<file path="src/rtl/cnu_minsum_if.sv">
// cnu_minsum_if: row stream into, and check-to-variable messages out of, the check node unit
interface cnu_minsum_if #(
  parameter int DEG           = 6,
  parameter int MESSAGE_WIDTH = 5,
  parameter int ROW_WIDTH     = 5
);
  logic                               enable;
  logic                               in_valid;
  logic [DEG*(MESSAGE_WIDTH+1)-1:0]   msg_in;
  logic                               out_valid;
  logic [DEG*MESSAGE_WIDTH-1:0]       msg_out;
  logic [ROW_WIDTH-1:0]               out_row;
  logic                               frame_done;

  // The PE side streams rows in and collects results
  modport master (
    output enable, in_valid, msg_in,
    input  out_valid, msg_out, out_row, frame_done
  );

  // The check node unit itself
  modport slave (
    input  enable, in_valid, msg_in,
    output out_valid, msg_out, out_row, frame_done
  );
endinterface

</file>
<file path="src/rtl/cnu_minsum.sv">
// cnu_minsum: six-stage offset min-sum check node unit.
// The compare tree (pairs 01/23/45, then two merges) is laid out for six lanes.
module cnu_minsum #(
  parameter int DEG           = 6,
  parameter int MESSAGE_WIDTH = 5,
  parameter int L             = 32,
  parameter int OFFSET        = 1,
  parameter int ROW_WIDTH     = 5
) (
  input  logic        clk,
  input  logic        reset,
  cnu_minsum_if.slave bus
);
  localparam int MW = MESSAGE_WIDTH;
  localparam int LW = MW + 1;
  localparam int OW = MW - 1;
  localparam logic [MW-1:0]        SAT      = MW'((1 << OW) - 1);
  localparam logic [MW-1:0]        OFF      = MW'(OFFSET);
  localparam logic [ROW_WIDTH-1:0] LAST_ROW = ROW_WIDTH'(L - 1);

  // Partial min-sum result over a group of lanes; lower lane indices win ties
  typedef struct packed {
    logic [MW-1:0] min1;
    logic [MW-1:0] min2;
    logic [2:0]    idx;
    logic          sgn;
  } part_t;

  function automatic part_t pair_cmp(logic [MW-1:0] ma, logic [MW-1:0] mb,
                                     logic sa, logic sb, logic [2:0] ia);
    part_t p;
    p.sgn = sa ^ sb;
    if (ma <= mb) begin
      p.min1 = ma;
      p.min2 = mb;
      p.idx  = ia;
    end else begin
      p.min1 = mb;
      p.min2 = ma;
      p.idx  = ia + 3'd1;
    end
    return p;
  endfunction

  // Group a always holds the lower lane indices, so it wins equal minima
  function automatic part_t merge(part_t a, part_t b);
    part_t p;
    p.sgn = a.sgn ^ b.sgn;
    if (a.min1 <= b.min1) begin
      p.min1 = a.min1;
      p.idx  = a.idx;
      p.min2 = (a.min2 <= b.min1) ? a.min2 : b.min1;
    end else begin
      p.min1 = b.min1;
      p.idx  = b.idx;
      p.min2 = (a.min1 <= b.min2) ? a.min1 : b.min2;
    end
    return p;
  endfunction

  function automatic logic [OW-1:0] offset_sat(logic [MW-1:0] m);
    logic [MW-1:0] r;
    r = (m > OFF) ? m - OFF : '0;
    if (r > SAT) r = SAT;
    return r[OW-1:0];
  endfunction

  logic                   accept;
  logic [ROW_WIDTH-1:0]   in_row;
  logic [DEG-1:0]         in_sign;
  logic [DEG-1:0][MW-1:0] in_mag;

  logic                   s1_valid;
  logic [ROW_WIDTH-1:0]   s1_row;
  logic [DEG-1:0]         s1_sign;
  logic [DEG-1:0][MW-1:0] s1_mag;

  logic                   s2_valid;
  logic [ROW_WIDTH-1:0]   s2_row;
  logic [DEG-1:0]         s2_sign;
  part_t [2:0]            s2_pair;

  logic                   s3_valid;
  logic [ROW_WIDTH-1:0]   s3_row;
  logic [DEG-1:0]         s3_sign;
  part_t                  s3_lo;
  part_t                  s3_hi;

  logic                   s4_valid;
  logic [ROW_WIDTH-1:0]   s4_row;
  logic [DEG-1:0]         s4_sign;
  part_t                  s4_all;

  logic                   s5_valid;
  logic [ROW_WIDTH-1:0]   s5_row;
  logic [DEG-1:0]         s5_sign;
  logic [OW-1:0]          s5_m1;
  logic [OW-1:0]          s5_m2;
  logic [2:0]             s5_idx;
  logic                   s5_tsign;

  logic                   s6_valid;
  logic [ROW_WIDTH-1:0]   s6_row;
  logic [DEG*MW-1:0]      s6_msg;
  logic [DEG*MW-1:0]      s6_next;
  logic [OW-1:0]          lane_mag;
  logic                   lane_sign;

  assign accept = bus.enable & bus.in_valid;

  // Split each incoming lane into its sign bit and unsigned magnitude
  always_comb begin
    in_mag  = '0;
    in_sign = '0;
    for (int i = 0; i < DEG; i++) begin
      in_mag[i]  = bus.msg_in[i*LW +: MW];
      in_sign[i] = bus.msg_in[i*LW + MW];
    end
  end

  // Row tag counter, wrapping after the last row of a pass
  always_ff @(posedge clk or posedge reset) begin
    if (reset) in_row <= '0;
    else if (accept) in_row <= (in_row == LAST_ROW) ? '0 : in_row + 1'b1;
  end

  // S1: capture the row with its tag
  always_ff @(posedge clk or posedge reset) begin
    if (reset) begin
      s1_valid <= 1'b0;
      s1_row   <= '0;
      s1_sign  <= '0;
      s1_mag   <= '0;
    end else if (bus.enable) begin
      s1_valid <= bus.in_valid;
      s1_row   <= in_row;
      s1_sign  <= in_sign;
      s1_mag   <= in_mag;
    end
  end

  // S2: order each neighbouring lane pair
  always_ff @(posedge clk or posedge reset) begin
    if (reset) begin
      s2_valid <= 1'b0;
      s2_row   <= '0;
      s2_sign  <= '0;
      s2_pair  <= '0;
    end else if (bus.enable) begin
      s2_valid   <= s1_valid;
      s2_row     <= s1_row;
      s2_sign    <= s1_sign;
      s2_pair[0] <= pair_cmp(s1_mag[0], s1_mag[1], s1_sign[0], s1_sign[1], 3'd0);
      s2_pair[1] <= pair_cmp(s1_mag[2], s1_mag[3], s1_sign[2], s1_sign[3], 3'd2);
      s2_pair[2] <= pair_cmp(s1_mag[4], s1_mag[5], s1_sign[4], s1_sign[5], 3'd4);
    end
  end

  // S3: fold lanes 0-3 together, carry lanes 4-5 alongside
  always_ff @(posedge clk or posedge reset) begin
    if (reset) begin
      s3_valid <= 1'b0;
      s3_row   <= '0;
      s3_sign  <= '0;
      s3_lo    <= '0;
      s3_hi    <= '0;
    end else if (bus.enable) begin
      s3_valid <= s2_valid;
      s3_row   <= s2_row;
      s3_sign  <= s2_sign;
      s3_lo    <= merge(s2_pair[0], s2_pair[1]);
      s3_hi    <= s2_pair[2];
    end
  end

  // S4: global two smallest magnitudes, their position and the parity of all signs
  always_ff @(posedge clk or posedge reset) begin
    if (reset) begin
      s4_valid <= 1'b0;
      s4_row   <= '0;
      s4_sign  <= '0;
      s4_all   <= '0;
    end else if (bus.enable) begin
      s4_valid <= s3_valid;
      s4_row   <= s3_row;
      s4_sign  <= s3_sign;
      s4_all   <= merge(s3_lo, s3_hi);
    end
  end

  // S5: apply the offset without underflow, then clamp into the output magnitude range
  always_ff @(posedge clk or posedge reset) begin
    if (reset) begin
      s5_valid <= 1'b0;
      s5_row   <= '0;
      s5_sign  <= '0;
      s5_m1    <= '0;
      s5_m2    <= '0;
      s5_idx   <= '0;
      s5_tsign <= 1'b0;
    end else if (bus.enable) begin
      s5_valid <= s4_valid;
      s5_row   <= s4_row;
      s5_sign  <= s4_sign;
      s5_m1    <= offset_sat(s4_all.min1);
      s5_m2    <= offset_sat(s4_all.min2);
      s5_idx   <= s4_all.idx;
      s5_tsign <= s4_all.sgn;
    end
  end

  // Build outgoing lanes: the minimum lane gets min2, a zero magnitude never carries a sign
  always_comb begin
    s6_next   = '0;
    lane_mag  = '0;
    lane_sign = 1'b0;
    for (int i = 0; i < DEG; i++) begin
      lane_mag  = (3'(i) == s5_idx) ? s5_m2 : s5_m1;
      lane_sign = (lane_mag != '0) & (s5_tsign ^ s5_sign[i]);
      s6_next[i*MW +: MW] = {lane_sign, lane_mag};
    end
  end

  // S6: output register
  always_ff @(posedge clk or posedge reset) begin
    if (reset) begin
      s6_valid <= 1'b0;
      s6_row   <= '0;
      s6_msg   <= '0;
    end else if (bus.enable) begin
      s6_valid <= s5_valid;
      s6_row   <= s5_row;
      s6_msg   <= s6_next;
    end
  end

  assign bus.out_valid  = s6_valid & bus.enable;
  assign bus.msg_out    = s6_msg;
  assign bus.out_row    = s6_row;
  assign bus.frame_done = s6_valid & bus.enable & (s6_row == LAST_ROW);
endmodule

</file>
<file path="src/flat_wrapper.sv">
// flat-port wrapper written by rule: the top's interface ports become plain ports
module cnu_minsum_flat 
#(
  parameter int DEG           = 6,
  parameter int MESSAGE_WIDTH = 5,
  parameter int L             = 32,
  parameter int OFFSET        = 1,
  parameter int ROW_WIDTH     = 5
)
  (clk, reset, bus_enable, bus_in_valid, bus_msg_in, bus_out_valid, bus_msg_out, bus_out_row, bus_frame_done);
  cnu_minsum_if #(.DEG(DEG), .MESSAGE_WIDTH(MESSAGE_WIDTH), .ROW_WIDTH(ROW_WIDTH)) bus_i ();
  input  logic clk;
  input  logic reset;
  input wire logic [$bits(bus_i.enable)-1:0] bus_enable;
  input wire logic [$bits(bus_i.in_valid)-1:0] bus_in_valid;
  input wire logic [$bits(bus_i.msg_in)-1:0] bus_msg_in;
  output wire logic [$bits(bus_i.out_valid)-1:0] bus_out_valid;
  output wire logic [$bits(bus_i.msg_out)-1:0] bus_msg_out;
  output wire logic [$bits(bus_i.out_row)-1:0] bus_out_row;
  output wire logic [$bits(bus_i.frame_done)-1:0] bus_frame_done;
  assign bus_i.enable = bus_enable;
  assign bus_i.in_valid = bus_in_valid;
  assign bus_i.msg_in = bus_msg_in;
  assign bus_out_valid = bus_i.out_valid;
  assign bus_msg_out = bus_i.msg_out;
  assign bus_out_row = bus_i.out_row;
  assign bus_frame_done = bus_i.frame_done;
  cnu_minsum #(.DEG(DEG), .MESSAGE_WIDTH(MESSAGE_WIDTH), .L(L), .OFFSET(OFFSET), .ROW_WIDTH(ROW_WIDTH)) u_core (.clk(clk), .reset(reset), .bus(bus_i));
endmodule
</file>
<file path="config.mk">
export PLATFORM = sky130hd
export DESIGN_NAME = cnu_minsum_flat
export DESIGN_NICKNAME = d
export VERILOG_FILES = /design/src/rtl/cnu_minsum_if.sv /design/src/rtl/cnu_minsum.sv /design/src/flat_wrapper.sv
export SDC_FILE = /design/constraint.sdc
export NUM_CORES = 1
export LEC_CHECK = 0
export CORE_UTILIZATION = 53
export CTS_CLUSTER_SIZE = 14
export DETAILED_ROUTE_END_ITERATION = 6
export PLACE_DENSITY = 0.76
export REMOVE_ABC_BUFFERS = 1
export SETUP_SLACK_MARGIN = 0.4
export SLEW_MARGIN = 20
export SYNTH_ARGS = -nofsm -noshare
export SYNTH_HDL_FRONTEND = slang
export SYNTH_SLANG_ARGS = --single-unit
export TNS_END_PERCENT = 10
</file>
<file path="constraint.sdc">
create_clock -name clk -period 7.6 [get_ports clk]
set_input_delay 1.14 -clock clk [delete_from_list [all_inputs] [get_ports clk]]
set_output_delay 1.14 -clock clk [all_outputs]
set_load 0.005 [all_outputs]
</file>
==> results of run 1 <==
registers in the layout, summed over array words and instances (netlist names), 6 cells and up:
name / count
u_core.s3_hi: 13
u_core.s2_sign: 6
u_core.s4_all: 14
u_core.s3_lo: 13
u_core.bus.msg_out: 30
u_core.s3_sign: 6
u_core.s4_sign: 6
u_core.s1_sign: 6
u_core.s1_mag: 30
u_core.s5_sign: 6
u_core.s2_pair: 37
critical path: cells and delay by family:
kind                   cells  cell delay, ns
buffers and inverters      2            0.88
and+or+nand+nor            3            0.35
logic make-up (layout without fill, tap and decap cells):
group | after synthesis | count (layout) | share of synthesized area [%]
AND/OR/NAND/NOR | 192 | 192 | 7.92
buffers and inverters | 138 | 196 | 5.15
XOR/XNOR | 17 | 17 | 1.39
adder cells (fa/ha/maj) | 51 | 51 | 5.97
flip-flops | 220 | 220 | 51.5
AO/OA/AOI/OAI | 211 | 211 | 13.6
multiplexers | 143 | 143 | 14.5
power by group:
group	internal, mW	switching [mW]	total [mW]
sequential	1.53	0.322	1.85
combinational	0.748	0.704	1.45
clock	0.628	0.436	1.06
worst min-delay path by stage:
| stage | start | endpoint | slack [ns] | cells past startpoint |
|---|---|---|---|---|
| 3_3_place_gp | u_core.s2_pair[31] | u_core.s2_pair[31] | 0.45 | 1 |
| 3_5_place_dp | u_core.s2_pair[31] | u_core.s2_pair[31] | 0.46 | 1 |
| 4_1_cts | u_core.s2_pair[31] | u_core.s2_pair[31] | 0.47 | 1 |
| 5_1_grt | u_core.s2_pair[31] | u_core.s2_pair[31] | 0.50 | 1 |
| 6_report | u_core.s2_pair[31] | u_core.s2_pair[31] | 0.47 | 1 |
| 2_1_floorplan | u_core.s2_pair[31] | u_core.s2_pair[31] | 0.44 | 1 |
stage by stage:
stage | hold slack (ns) | setup WS, ns | utilization [%] | std cells | total power [mW]
final | 0.474 | 4.08 | 62.8 | 1295 | 4.37
after CTS | 0.472 | 4.04 | 62.7 | 1295 | 4.40
after global routing | 0.498 | 3.94 | 62.8 | 1295 | 4.67
after floorplan | 0.437 | 0.439 | - | 912 | 2.78
after global placement | 0.454 | 4.03 | 59.0 | 1255 | 3.24
after detailed placement | 0.456 | 4.05 | 59.0 | 1255 | 3.31
area by class of cell:
| type | instances | share of cell area, % |
|---|---|---|
| tap | 265 | 2.70 |
| multi-input combinational | 614 | 37.7 |
| inverter | 78 | 2.48 |
| sequential | 220 | 44.8 |
| clock inverter | 5 | 0.234 |
| clock buffer | 35 | 5.64 |
| timing repair buffer | 78 | 6.45 |
layer usage:
metal  share of wire (%)  vias up
met4                 1.9        0
met5                   0        -
met3                 3.9       34
met2                  47      144
met1                  47     3567
li1                    -     3551
synthesized netlist by cell type (2+ instances only):
cell type | count | area share, %
sky130_fd_sc_hd__dfrtp_1 | 220 | 51
sky130_fd_sc_hd__mux2_2 | 93 | 9.8
sky130_fd_sc_hd__nand2_1 | 91 | 3.2
sky130_fd_sc_hd__inv_1 | 78 | 2.7
sky130_fd_sc_hd__a21oi_1 | 63 | 2.9
sky130_fd_sc_hd__nor2_1 | 62 | 2.2
sky130_fd_sc_hd__ha_1 | 51 | 6.0
sky130_fd_sc_hd__mux2i_1 | 50 | 4.7
sky130_fd_sc_hd__o21ai_0 | 48 | 2.2
sky130_fd_sc_hd__o221ai_1 | 40 | 3.3
sky130_fd_sc_hd__o2111ai_1 | 34 | 2.8
sky130_fd_sc_hd__clkbuf_1 | 30 | 1.1
sky130_fd_sc_hd__buf_2 | 25 | 1.2
sky130_fd_sc_hd__xor2_1 | 10 | 0.82
sky130_fd_sc_hd__o21a_1 | 9 | 0.63
sky130_fd_sc_hd__nand4_1 | 7 | 0.41
sky130_fd_sc_hd__xnor2_1 | 7 | 0.57
sky130_fd_sc_hd__a22o_1 | 6 | 0.49
sky130_fd_sc_hd__nor3_1 | 5 | 0.23
sky130_fd_sc_hd__or2_2 | 5 | 0.29
sky130_fd_sc_hd__buf_1 | 4 | 0.14
sky130_fd_sc_hd__nand3_1 | 4 | 0.19
sky130_fd_sc_hd__o22ai_2 | 4 | 0.47
sky130_fd_sc_hd__and4_1 | 3 | 0.25
sky130_fd_sc_hd__nor2b_1 | 3 | 0.18
sky130_fd_sc_hd__nor3b_2 | 3 | 0.35
sky130_fd_sc_hd__nand3b_1 | 2 | 0.14
sky130_fd_sc_hd__o21bai_1 | 2 | 0.14
sky130_fd_sc_hd__o2bb2ai_1 | 2 | 0.16
==> run summary, run 1 <==
IR analysis of the VDD net gives a maximum drop of 0.000193 V. The maximum clock path buffer count is 3. The number of global-route vias before repair came out at 7003. The most common library cell in the layout ignoring fill and taps is sky130_fd_sc_hd__dfrtp_1. The run finished with clean final reports.

The setup path with the least slack is of type input pin to output port. The global routing met1 resource utilization is 28.8%. The clock transition time at the flip-flop clock pins of the worst setup and hold paths is 0.06 ns.

The most critical setup path has its endpoint at bus_frame_done. Counting flops with a built-in enable in the synthesized netlist gives 0. With fillers left out, the area of the finished cells amounts to approximately 12000 sq um. The delay of the slowest cell on the worst path is 0.50 ns.

The global-route track usage on met3 is 3.08%. The worst setup path is launched from an input pin. The worst slew margin relative to its limit is 32.4%. The initial antenna violation count is 0. After legalization and detailed placement, the total HPWL measured about 13 mm. The synthesized area per cell is 11.0 sq um. The starting density of the core is a little over half.

The number of nets at the end of the flow came out at between 1k and 1.5k. The horizontal die dimension came out at between 100 and 150 um. The fraction of the cycle the final worst path needs is 46.3%. The repair_antennas step left the layout with diodes totalling 0. The analysis attributes to cell leakage a power of 5.44 nW. The cell area after technology mapping came out at 10700 sq um.

The total power density per cell area came out at approximately 360 nW/um^2. The count of routing violations after the opening detailed-route iteration is approximately 450. In the layout the commonest cells are sky130_fd_sc_hd__dfrtp_1 (220), sky130_fd_sc_hd__mux2_2 (93), sky130_fd_sc_hd__nand2_1 (91). In this run the critical register-to-register path is launched from u_core.s1_mag[12]. The worst hold path class is flop to flop. Relative to the synthesized area, the layout overhead comes to 15.0%. The proportion of synthesized chip area in sequential cells is 51.5%. The global routing usage summed across all routing layers is between 20% and 30%. The warning count from the yosys run came out at 0. The number of top-level design ports is 77. The root buffer cell chosen for the clock tree is sky130_fd_sc_hd__clkbuf_16.

The standard-cell row count is 51. Data arrives at the worst endpoint at 2.38 ns. Port buffering added 76 buffers.

Setup violations remaining at the end of the flow were counted as 0. The placed instances occupy a cell area of 11600 sq um. In the final layout, the share of cells above drive strength 1 is 14.2%. Measured in cells, the most critical reg-to-reg path has a length of 5.

The peak fanout along the critical path came out at 97. The max-cap violation count came out at 0. The routability congestion estimate came out at 0.840. After detailed routing, the number of remaining DRC violations is 0.

The vias after detailed routing came out at ~7.3k. The area occupied by multi-input gates came out at roughly 4600 sq um. Setup repair after global routing left no endpoint under its margin.

The remaining number of nets flagged by the antenna check after routing came out at 0. Global routing consumed, on the met2 layer, 31.8% of the routing resources. After technology mapping, the gate count stands at 972. The critical register-to-register path endpoint is u_core.s2_pair[25].

The endpoint class of the critical path is an output port. In the final layout, flip-flops and latches occupy 5510 sq um. The first-pass GRT wire length is 33.9 mm. The fmax came out at about 280 MHz.

The number of setup buffers added after CTS came out at 0. The later pin in the worst-skew pair is clocked with a latency of 0.51 ns. The critical path goes through buf_8, and2_1, nand2_1, nor2_1, clkdlybuf4s50_1. On the critical path, the stage with the largest delay is an instance of sky130_fd_sc_hd__clkdlybuf4s50_1. The number of iterations in the first detailed-routing pass came out at 4.

Synthesis inferred 220 register bits. The number of inserted filler cells in the final layout is 1591. The worst reg-to-reg setup slack is 5.07 ns. The most used routing layer in global routing is met2.

For this run, the leading register cell type out of synthesis is sky130_fd_sc_hd__dfrtp_1. The critical path data required time is approximately 6.5 ns. After detailed routing, the total wire length is 19.7 mm. The final max-slew violation count came out at 0. The async set-reset flop share out of synthesis is 100%. The total grt overflow is 0.

The accumulated negative setup slack came out at 0 ns. CTS saw 220 sinks. The die area is roughly 21000 sq um. The worst-margin pin slew came out at around 1.0 ns. The pin count of the biggest net entering global routing came out at 240. The worst path in the final design needs a cycle of 3.52 ns, including I/O delays and setup.

In the routed layout, each cell is associated on average with a via count of 5.63. The core region is 19600 sq um. TritonCTS built the clock tree. The clock skew came out at around 0.0069 ns. The detail-routed net length per standard cell came out at around 15 um. The number of buffers created by CTS is 24. The count of distinct cell types in the synthesized netlist is 40. The hold violation total from the final report is 0. In this run, post-CTS repair resized a total of 0 instances. Tracing the worst setup path back leads to its startpoint at bus_enable. The die is around 140 um tall. The H-tree depth is 1. The total of hold buffers inserted after clock tree synthesis is 0.
Note: power is estimated with default switching activity, not from simulation.
==> run 2, diff against run 1 <==
CORE_UTILIZATION = 55   (was 53)
PLACE_DENSITY = 0.75   (was 0.76)
clock period = 3.55 ns   (was 7.6 ns; I/O delays follow)
==> run 2 against run 1 <==
Net effect:
- non-clock buffer count grew 6
- wire length grew 3.6%
- largest power group unchanged
- global-route usage rose by 1.4 points
==> run summary, run 2 (synthesis gave the netlist of run 1 again) <==
The tool flagged a number of max-cap violations equal to 0. The number of flip-flops under the largest register name is 37. The most common library cell in the layout ignoring fill and taps is sky130_fd_sc_hd__dfrtp_1. The maximum resistive drop on vdd is around 0.00044 V. The die area is 20000 sq um. Counting flops per register, the top entry is u_core.s2_pair. The core occupancy in the finished layout came out at 65.7%. By startpoint and endpoint, the worst setup path is classified as flop to flop. The final max-slew violation count is 0. The startpoint of the lowest-slack hold path is bus_enable. Tracing the worst setup path back leads to its startpoint at u_core.s1_mag[12]. Once layout is done, the placed cells without fillers occupy 12400 sq um.

The fmax came out at 417 MHz. Setup violations remaining at the end of the flow were counted as 0. The count of routing violations after the opening detailed-route iteration came out at ~390. The worst slew margin relative to its limit came out at 45.6%. The initial antenna violation count came to 0. Routability-driven placement finished with a final weighted congestion of 0.838. The area of placed instances is ~12000 sq um. The count of cells in the finished layout, fillers not included, comes to 1298.

The worst-skew pair later-pin latency is 0.51 ns. The path class of the tightest hold or removal check is input pin to flop. The estimated wirelength of the detail-placed design came out at 13.5 mm. The maximum clock path buffer count came out at 3. The critical path arrival is 2.76 ns.

The number of buffers created by CTS is 24. The number of global-route vias before repair is 7166. The post-layout minimum cycle time is 2.40 ns.

The design draws 9.56 mW. The area occupied by multi-input gates is ~4600 sq um. The detail-routed net length per standard cell is 15.7 um. The critical path data required time is 3.92 ns. The final wirelength came out at ~20 mm. The global routing usage summed across all routing layers is between 20% and 30%. The hold violation total from the final report is 0. The die boundary height is 141 um. 77 I/O pins were placed. Summed over all cells, the static leakage comes to 5.51 nW. After clock tree synthesis, the flow added hold-fix buffers numbering 0. The horizontal die dimension came out at ~140 um.

TritonCTS built the clock tree. The clock skew is 0.0114 ns. The first detailed-routing pass took 5 iterations. The average vias per placed instance is approximately 5.6.

Along the worst hold path, the cell count comes to 3. In the final layout, flip-flops and latches occupy 5510 sq um. Gates resized during post-CTS repair numbered 0. The floorplan step defined a core boundary enclosing 18900 sq um. After detailed routing, the number of remaining DRC violations is 0. The number of inserted filler cells in the final layout came out at 1484. The total number of clock tree sinks came out at 220.

The remaining number of nets flagged by the antenna check after routing is 0. In the final design database the tool counted between 1k and 1.5k nets. The clock transition time at the flip-flop clock pins of the worst setup and hold paths is approximately 0.060 ns. The nature of the critical path startpoint is a flop. The top cell types in the final layout, fill and taps aside, are sky130_fd_sc_hd__dfrtp_1 (220), sky130_fd_sc_hd__mux2_2 (93), sky130_fd_sc_hd__nand2_1 (91).

The fraction of the cycle the final worst path needs came out at 67.5%. The antenna diode instance count is 0. The cell depth of the worst flop-to-flop path is 5. The pin count of the biggest net entering global routing came out at 141.

Along the worst path, the maximum fanout reaches 11. The root buffer cell chosen for the clock tree is sky130_fd_sc_hd__clkbuf_16. The flow ran to the end, and the final reports show no timing, DRC or antenna violations. The fraction of final layout cells with drive strength greater than 1 is between 10% and 20%.

The signed area change from the synthesized netlist to the final layout is 16.1%. STA classifies the critical path endpoint as a flop. The total power density per cell area is 770 nW/um^2. The routed layout has 7277 vias. The worst register-to-register path begins at u_core.s1_mag[12]. The total grt overflow is 0. In this run, placement finished with an instance count of between 1k and 1.5k.

The worst-margin pin slew is ~0.82 ns. The count of input and output buffers is 76. The first-pass GRT wire length came out at 35.2 mm.

The starting density of the core is 56.6%. Setup repair after global routing left no endpoint under its margin. The standard-cell row count is 50. The number of setup buffers added after CTS came out at 0. The H-tree depth is 1.
==> run 2: critical path: stages, from the launching register on <==
cell and delay (ns):
sky130_fd_sc_hd__dfrtp_1 0.41, sky130_fd_sc_hd__ha_1 0.32, sky130_fd_sc_hd__and4_1 0.21, sky130_fd_sc_hd__a21oi_1 0.66
sky130_fd_sc_hd__o21a_1 0.46, sky130_fd_sc_hd__o221ai_1 0.20
==> run 2: stage by stage <==
step	setup WS [ns]	hold slack, ns	TNS [ns]
finish	1.15	0.414	0
global route	0.942	0.424	0
CTS	1.15	0.397	0
detailed placement	1.16	0.470	0
global placement	1.29	0.454	0
floorplan	-3.00	0.437	-660.78
==> run 2: area by class of cell <==
cell class | count | area share, %
clock inverter | 7 | 0.736
tap | 260 | 2.62
sequential | 220 | 44.4
inverter | 78 | 2.42
multi-input combinational | 614 | 37.4
clock buffer | 35 | 5.66
timing repair buffer | 84 | 6.85
==> run 2: path summary, 6_finish.rpt <==
kind / to / slack (ns)
setup / recovery: u_core.s2_pair[27] / 1.15
hold / removal: u_core.s3_hi[6] / 0.41
setup reg to reg: u_core.s2_pair[27] / 1.15
hold reg to reg: u_core.s3_hi[7] / 0.48
max in group asynchronous: u_core.s1_mag[8] / 2.14
min in group asynchronous: u_core.s4_all[0] / 0.51
==> run 2: per-layer routing <==
| metal | track usage [%] | vias up | part of all wire (%) |
|---|---|---|---|
| li1 | - | 3560 | - |
| met2 | 34.7 | 167 | 48 |
| met1 | 30.3 | 3521 | 46 |
| met5 | 0 | - | 0 |
| met3 | 3.31 | 29 | 4.4 |
| met4 | 5.77 | 0 | 1.8 |
==> run 2: where the power goes <==
part | leakage [nW] | internal (mW) | switching (mW)
clock | 0.394 | 1.52 | 0.967
sequential | 2.61 | 3.28 | 0.683
combinational | 2.50 | 1.61 | 1.50
==> run 3, diff against run 2 <==
CORE_UTILIZATION = 53   (was 55)
PLACE_DENSITY = 0.76   (was 0.75)
clock period = 2.1 ns   (was 3.55 ns; I/O delays follow)
==> run 3 against run 2 <==
Net effect:
- design area grew 7.8%
- critical path type unchanged
- non-clock buffer count grew 54
- highest routed layer unchanged
- largest cell class unchanged
- first-iteration DRC count grew 19%
==> run summary, run 3 (synthesis gave the netlist of run 1 again) <==
The most common library cell in the layout ignoring fill and taps is sky130_fd_sc_hd__dfrtp_1. The tightest hold path in the finished design has a slack of 0.148 ns. The number of flip-flops under the largest register name is 37. The cell count after placement is 1275. The number of buffers created by CTS is 24. The worst setup path is launched from a flop.

The detail-routed net length per standard cell is 16.8 um. In the final layout, the share of cells above drive strength 1 is approximately a quarter. The fmax is 504 MHz. In the layout the commonest cells are sky130_fd_sc_hd__dfrtp_1 (213), sky130_fd_sc_hd__mux2_2 (93), sky130_fd_sc_hd__nand2_1 (90). The worst-margin pin slew is about 0.71 ns. More flip-flops sit in one register than any other, and that register is u_core.s2_pair. The design area came out at 13400 sq um. The clock transition time at the flip-flop clock pins of the worst setup and hold paths is 0.06 ns. The pin count of the biggest net entering global routing is 124.

The routability congestion estimate came out at 0.860. The largest single stage delay on the critical path is around 0.4 ns. Setup violations remaining at the end of the flow were counted as 0. The H-tree depth is 1.

The signed area change from the synthesized netlist to the final layout came out at 25.1%. Once detail routing completed, the nets flagged for antenna violations numbered 0. Clock latency on the worst-skew pair, taken at its later pin, is 0.51 ns. The initial antenna violation count is 0.

The total power came out at 17.6 mW. The final layout contains 1168 nets. Dividing the detail-routed via count by the number of cells gives 5.78. The total power density per cell area is 1320 nW/um^2. The global routing usage summed across all routing layers came out at 20.9%. The clock skew came out at 0.0142 ns. The critical path data required time is roughly 2.5 ns.

The max-cap violation count came out at 0. The number of global-route vias before repair is 7151. The non-filler instance count after layout is 1359. The worst hold path class is input pin to flop. The die boundary height came out at 144 um. The standard-cell row count is between 50 and 60. The estimated wirelength of the detail-placed design is 13.5 mm. After detailed placement, the total cell area comes to ~12000 sq um.

In this run the worst path has a maximum fanout of 5. In the routed design, unresolved DRC markers number 0. Hold repair after CTS inserted 0 buffers. The vias after detailed routing came out at just under 8k. The classification of the worst setup path is flop to flop. Setup repair after global routing could not meet its margin everywhere. In the final timing run, aggregate negative setup slack is 0 ns. Input and output buffers added on the ports amount to 76. The die area came out at 20700 sq um.

The post-layout minimum cycle time is 1.98 ns. The region available for standard cell placement spans 19600 sq um. The antenna diode instance count is 0. The routed design has between 20 and 25 mm of wire. The fraction of the cycle the final worst path needs came out at 94.4%. The total grt overflow is 0. The maximum clock path buffer count is 3. The final max-slew violation count is 0. Once the floorplan was initialized, standard cells occupied 54.6% of the core. The worst slew margin relative to its limit is 52.4%.

The critical path arrival came out at about 2.3 ns. TritonCTS built the clock tree. STA classifies the critical path endpoint as a flop. In this run the clock root is driven by a sky130_fd_sc_hd__clkbuf_16.

The first global-routing pass estimated 35.1 mm of wire. Prior to clock tree synthesis, the placed netlist has a worst setup slack of between 0.1 and 0.15 ns. The core occupancy in the finished layout is 68.3%. The count of routing violations after the opening detailed-route iteration is 466. The slowest stage of the critical path is the sky130_fd_sc_hd__dfrtp_1 cell.

The total number of clock tree sinks is 220. The maximum resistive drop on vdd is about 0.00068 V. In this run the horizontal extent of the chip is 144 um. The hold violation total from the final report was 0. Walking the worst path, the cells encountered are inv_1, ha_1, nand4_1, nor2_1, o22ai_2, buf_6, mux2i_1, a21oi_1. The number of top-level design ports came out at 77.

The number of iterations in the first detailed-routing pass is 5. The worst path setup slack after routing came out at between 0.1 and 0.15 ns. The static power due to leakage is 5.83 nW. The run finished with clean final reports.
## run 3: cell types whose count changed in the layout (fill, tap and decap cells not counted), sizes merged
| cell | change |
|---|---|
| buf | +54 |
| bufinv | -1 |
| inv | -1 |
| clkdlybuf4s50 | -1 |
| clkinv | +3 |
| clkdlybuf4s15 | +1 |
| o21a | +1 |
## run 3: where the power goes
group / internal (mW) / switching (mW)
clock network: 2.53 / 1.64
registers: 5.55 / 1.20
logic: 3.56 / 3.12
total: 11.6 / 5.96
## run 3: critical path, delay by kind of cell (launching register included)
family / cells / cell delay, ns
AOI/OAI and AO/OA: 2 / 0.40
DFF: 1 / 0.39
buffers and inverters: 2 / 0.31
adders and majority gates: 1 / 0.27
and+or+nand+nor: 2 / 0.23
muxes: 1 / 0.22
## run 3: final cells by class
class                      instances  area [sq um]
multi-input combinational        615          5080
tap                              265           332
fill                            1402          6210
clock buffer                      35           733
inverter                          78           300
sequential                       220          5510
clock inverter                     8          65.1
timing repair buffer             138          1350
## run 3: routing by layer
layer / share of wire (%) / GRT usage, % / up-vias
li1: - / - / 3674
met1: 43 / 29.5 / 3865
met2: 49 / 33.9 / 265
met3: 5.5 / 3.15 / 48
met4: 2.1 / 4.87 / 0
met5: 0 / 0 / -
## run 3: final timing paths
path                       cells after the start                from               endpoint  slack [ns]
hold reg to reg                                1  u_core.s2_pair[31]     u_core.s2_pair[31]        0.48
hold / removal                                 2          bus_enable        u_core.s3_lo[0]        0.15
max in group asynchronous                      3               reset       u_core.s3_lo[13]        1.33
setup / recovery                               8    u_core.s3_hi[12]      u_core.s4_all[13]        0.12
setup reg to reg                               8    u_core.s3_hi[12]      u_core.s4_all[13]        0.12
min in group asynchronous                      2               reset  u_core.bus.out_row[1]        0.18
## run 3: repair_timing
action	in CTS	in global routing
setup buffers	20	16
endpoints found under the setup margin	78	97
cloned	0	5
pin swaps	10	15
resized for setup	32	79
